[src/rtl/execute_cc_stage.sv]
// Y86-64 execute-stage back half: condition-code register, branch/cmov
// condition evaluation, and the E->M pipeline register with valid/ready.
module execute_cc_stage #(
  parameter int         N     = 64,
  parameter logic [3:0] RNONE = 4'hF
) (
  input  logic         clk_i,
  input  logic         rst_i,
  input  logic         flush_i,
  input  logic         in_valid_i,
  output logic         in_ready_o,
  input  logic [3:0]   icode_i,
  input  logic [3:0]   ifun_i,
  input  logic [N-1:0] alu_a_i,
  input  logic [N-1:0] alu_b_i,
  input  logic [N-1:0] alu_result_i,
  input  logic [N-1:0] val_a_i,
  input  logic [3:0]   dst_e_i,
  output logic         out_valid_o,
  input  logic         out_ready_i,
  output logic [3:0]   out_icode_o,
  output logic [N-1:0] out_val_e_o,
  output logic [N-1:0] out_val_a_o,
  output logic [3:0]   out_dst_e_o,
  output logic         out_cnd_o,
  output logic         cc_zf_o,
  output logic         cc_sf_o,
  output logic         cc_of_o
);

  localparam logic [3:0] ICODE_CMOV = 4'd2;
  localparam logic [3:0] ICODE_OPQ  = 4'd6;
  localparam logic [3:0] ICODE_JXX  = 4'd7;

  logic         zf_q, sf_q, of_q;
  logic         zf_d, sf_d, of_d;
  logic         valid_q, valid_d;
  logic [3:0]   icode_q, icode_d;
  logic [N-1:0] val_e_q, val_e_d;
  logic [N-1:0] val_a_q, val_a_d;
  logic [3:0]   dst_e_q, dst_e_d;
  logic         cnd_q, cnd_d;

  logic acc;
  logic cnd;
  logic cc_we;
  logic sf_x_of;
  logic op_of;

  assign in_ready_o = ~valid_q | out_ready_i;
  assign acc        = in_valid_i & in_ready_o & ~flush_i;

  // Condition evaluated against the CC value held before this cycle's update.
  always_comb begin
    cnd     = 1'b0;
    sf_x_of = sf_q ^ of_q;
    case (ifun_i)
      4'd0:    cnd = 1'b1;
      4'd1:    cnd = sf_x_of | zf_q;
      4'd2:    cnd = sf_x_of;
      4'd3:    cnd = zf_q;
      4'd4:    cnd = ~zf_q;
      4'd5:    cnd = ~sf_x_of;
      4'd6:    cnd = ~sf_x_of & ~zf_q;
      default: cnd = 1'b0;
    endcase
    if (!(icode_i == ICODE_CMOV || icode_i == ICODE_JXX)) begin
      cnd = 1'b0;
    end
  end

  // Next CC value; only OPq with a real ALU op (0..3) writes the flags.
  always_comb begin
    cc_we = acc && (icode_i == ICODE_OPQ) && (ifun_i <= 4'd3);
    op_of = 1'b0;
    case (ifun_i[1:0])
      2'd0:    op_of = (alu_a_i[N-1] == alu_b_i[N-1]) && (alu_result_i[N-1] != alu_a_i[N-1]);
      2'd1:    op_of = (alu_a_i[N-1] != alu_b_i[N-1]) && (alu_result_i[N-1] != alu_a_i[N-1]);
      default: op_of = 1'b0;
    endcase
    zf_d = zf_q;
    sf_d = sf_q;
    of_d = of_q;
    if (cc_we) begin
      zf_d = (alu_result_i == '0);
      sf_d = alu_result_i[N-1];
      of_d = op_of;
    end
  end

  // Output register next state: flush squashes, accept loads, consume drains.
  always_comb begin
    valid_d = valid_q;
    icode_d = icode_q;
    val_e_d = val_e_q;
    val_a_d = val_a_q;
    dst_e_d = dst_e_q;
    cnd_d   = cnd_q;
    if (flush_i) begin
      valid_d = 1'b0;
    end else if (acc) begin
      valid_d = 1'b1;
      icode_d = icode_i;
      val_e_d = alu_result_i;
      val_a_d = val_a_i;
      dst_e_d = (icode_i == ICODE_CMOV && !cnd) ? RNONE : dst_e_i;
      cnd_d   = cnd;
    end else if (out_ready_i) begin
      valid_d = 1'b0;
    end
  end

  // State registers with synchronous reset.
  always_ff @(posedge clk_i) begin
    if (rst_i) begin
      zf_q    <= 1'b1;
      sf_q    <= 1'b0;
      of_q    <= 1'b0;
      valid_q <= 1'b0;
      icode_q <= 4'd0;
      val_e_q <= '0;
      val_a_q <= '0;
      dst_e_q <= RNONE;
      cnd_q   <= 1'b0;
    end else begin
      zf_q    <= zf_d;
      sf_q    <= sf_d;
      of_q    <= of_d;
      valid_q <= valid_d;
      icode_q <= icode_d;
      val_e_q <= val_e_d;
      val_a_q <= val_a_d;
      dst_e_q <= dst_e_d;
      cnd_q   <= cnd_d;
    end
  end

  assign out_valid_o = valid_q;
  assign out_icode_o = icode_q;
  assign out_val_e_o = val_e_q;
  assign out_val_a_o = val_a_q;
  assign out_dst_e_o = dst_e_q;
  assign out_cnd_o   = cnd_q;
  assign cc_zf_o     = zf_q;
  assign cc_sf_o     = sf_q;
  assign cc_of_o     = of_q;

endmodule

[config.mk]
export PLATFORM = sky130hd
export DESIGN_NAME = execute_cc_stage
export DESIGN_NICKNAME = d
export VERILOG_FILES = /design/src/rtl/execute_cc_stage.sv
export SDC_FILE = /design/constraint.sdc
export NUM_CORES = 1
export LEC_CHECK = 0
export ABC_AREA = 0
export CORE_AREA = 4 4 158 160
export DETAILED_ROUTE_END_ITERATION = 16
export DIE_AREA = 0 0 162 164
export PLACE_DENSITY = 0.55
export SLEW_MARGIN = 25
export SYNTH_ARGS = -nofsm -noshare
export SYNTH_HDL_FRONTEND = slang
export SYNTH_SLANG_ARGS = --single-unit
[constraint.sdc]
create_clock -name clk_i -period 2.5 [get_ports clk_i]
set_input_delay 0.5 -clock clk_i [delete_from_list [all_inputs] [get_ports clk_i]]
set_output_delay 0.5 -clock clk_i [all_outputs]
set_load 0.1 [all_outputs]
==> metrics, run 1 <==
reg2reg setup slack=0.60 ns; first-pass GRT wire length=29,750 microns; status=completed; crit-path cells=clkdlybuf4s50_1, nor4_1, buf_4, nand4_1, or4_1, o21ai_0; Initial DRC Count=271; DP Wirelength=14,150 microns; Synthesized Nets=920; Hold Vio Cnt, Final=0; largest net degree at the start of global routing=136; post-layout net count=1,200; Die Y=164 microns; largest stage delay on the critical path=0.69 ns; flop and latch count out of synthesis=141; Rel. slew slack=0.4878; gr ovfl total=0; Total GRT Usage=0.1422; RePlAce Congestion=0.7925; critical path endpoint category=flop; Fillers=2,496; Die W=162 microns; post_cts resized=0; Clock transition at path regs=0.06 ns; CP Launch Type=primary input; Final min period=2.354 ns; Finished Layout Cells=1,258; Pre-antenna DRT Iters=4; starting density of the core=0.2166; hold buffers post-CTS=0; vias=5,319; # rows=56; CTS Sinks=141; Clock Skews=0.009276 ns; CTS tree=yes; DRC viols=0; fin crit share=0.9415; Placed Area=8045 sq um; # placed instances=1,227; Arr. time, crit path=2.69 ns; area delta synth->final=71.59%; hold_ws=0.3547 ns; I/O Buffers=288; Worst Path Class, Setup=in2reg; boundary pin count=415; Synth warnings=0; proportion of layout cells with a drive suffix above 1=0.2109; RSZ-0062 raised after global routing=no; actual slew at the worst max-slew pin=0.7613 ns; clock buffer depth=2; initial antenna violation count=0; Critical Path Fanout Max=2; vias per cell=4.228; Distinct cells, synth=32; diodes inserted=0; Syn Area/Cell=7.834 sq um; Root Buffer=clkbuf_16; f_max=424.9 MHz; WP data required=2.83 ns; VDD IR max=0.0003420 V; setup bufs post-CTS=0; core area=23,400 sq um; Power per Cell Area=775.0 nW/um^2; fin. max-slew vios=0; vias in the first global route=5,193; routed len/inst=15.56 microns; slowest cell on the critical path=nor4_1; CTS HTree Levels=4; Crit path max-delay family=simple AND/OR/NAND/NOR gates; LEAKAGE=3.451 nW; max cap viols=0; mapped cell area=5069 sq um; die area=26,570 sq um; post-route cell area=8697 sq um; HP Class=in2reg; Seq/Total Area, Yosys=0.5569; TritonCTS Buffers=17; final WL=19,580 microns; crit path buf inv count=2; Final setup viols=0; DRT antenna net count=0; Skew-Pair Late Insertion Delay=0.41 ns; post-synthesis cell count=647
==> cell type report <==
cell class              count  area [sq um]  share of cell area
multi-input cells         457          2064              0.2374
flip-flops and latches    141          2824              0.3247
repair buffers            308          2750              0.3162
clock inverters            12         209.0             0.02403
inverters                   2         7.507           0.0008632
well taps                 319         399.1             0.04589
clock buffers              19         442.9             0.05093
==> report_power, final <==
| part | internal (mW) | total (mW) | switching [mW] |
|---|---|---|---|
| Clock | 1.81 | 2.85 | 1.04 |
| Sequential | 2.35 | 2.40 | 0.0529 |
| Combinational | 0.435 | 1.49 | 1.05 |
==> per-stage QoR <==
stage	power [mW]	setup slack, ns	util	setup TNS [ns]
floorplan	3.421	0.1467	-	0
global placement	3.949	-0.2023	0.3438	-0.2023
detailed placement	3.953	-0.2595	0.3438	-0.5061
CTS	6.860	0.1640	0.3716	0
global route	7.018	0.1493	0.3716	0
finish	6.740	0.1463	0.3716	0
==> cells in the mapped netlist <==
library cell | number | area [sq um]
nand2_1 | 267 | 1002
dfxtp_1 | 141 | 2823
a21oi_1 | 134 | 670.6
clkbuf_1 | 44 | 165.2
nor4_1 | 16 | 100.1
nor2_1 | 5 | 18.77
nand4_1 | 4 | 25.02
o32a_1 | 4 | 40.04
nand3b_1 | 3 | 22.52
buf_2 | 2 | 10.01
nand2b_1 | 2 | 12.51
nor3_1 | 2 | 10.01
o21ai_0 | 2 | 10.01
or4_1 | 2 | 15.01
xor2_1 | 2 | 17.52
a2111oi_0 | 1 | 8.760
a211o_1 | 1 | 8.760
a21o_1 | 1 | 7.510
a21oi_2 | 1 | 8.760
a31oi_1 | 1 | 6.260
buf_1 | 1 | 3.750
inv_1 | 1 | 3.750
inv_2 | 1 | 3.750
mux2i_1 | 1 | 10.01
nand3_1 | 1 | 5.000
nor2b_1 | 1 | 6.260
nor2b_4 | 1 | 13.76
nor3b_1 | 1 | 7.510
o311ai_0 | 1 | 8.760
or3_1 | 1 | 6.260
or3b_1 | 1 | 8.760
xnor2_1 | 1 | 8.760
==> flip-flops by register name, indices dropped and copies added, names as in the netlist <==
register	count
out_dst_e_o	4
cc_zf_o	1
out_val_e_o	64
out_cnd_o	1
out_icode_o	4
out_valid_o	1
cc_of_o	1
cc_sf_o	1
out_val_a_o	64
==> placed cells by master, fill, tap and decap left out, types with 2 or more instances in the layout <==
cell / Yosys / routed
o32a_1: 4 / 4
xor2_1: 2 / 2
clkdlybuf4s50_1: 0 / 145
buf_12: 0 / 6
clkinvlp_4: 0 / 2
nor4_1: 16 / 16
or4_1: 2 / 2
nor3_1: 2 / 2
nand4_1: 4 / 4
bufinv_16: 0 / 5
o21ai_0: 2 / 2
dfxtp_1: 141 / 140
a21oi_1: 134 / 134
nand3b_1: 3 / 3
clkbuf_16: 0 / 17
nor2_1: 5 / 5
buf_4: 0 / 157
clkinv_4: 0 / 2
nand2b_1: 2 / 2
inv_6: 0 / 3
nand2_1: 267 / 267
==> cell families after synthesis <==
| group | synth area share |
|---|---|
| buffers and inverters | 0.03678 |
| multiplexers | 0.001975 |
| AND/OR/NAND/NOR | 0.2473 |
| AO/OA/AOI/OAI | 0.1518 |
| XOR/XNOR | 0.005185 |
| flip-flops | 0.5569 |
==> routing by layer <==
metal  up-vias  share of wire  global-route usage
li1       2689              -                   -
met1      2400           0.44              0.1786
met2       220           0.45              0.2256
met3        10           0.10             0.06023
met4         0         0.0087             0.03729
met5         -              0                   0
==> worst paths after layout <==
check | endpoint | depth (start not counted) | startpoint
hold reg to reg | out_val_a_o[21]$_SDFFE_PP0P_ | 2 | out_val_a_o[21]$_SDFFE_PP0P_
setup reg to reg | out_dst_e_o[1]$_SDFFE_PP1P_ | 6 | out_valid_o$_SDFFE_PP0P_
hold / removal | cc_of_o$_SDFFE_PP0P_ | 2 | rst_i
setup / recovery | cc_zf_o$_SDFFE_PP1P_ | 6 | alu_result_i[28]
Note: power is estimated with default switching activity, not from simulation.
==> inputs of run 2 (changes only) <==
SKIP_LAST_GASP = 1   (was unset)
==> results of run 2 <==
No change in the layout: final DEF, timing and power equal those of run 1.
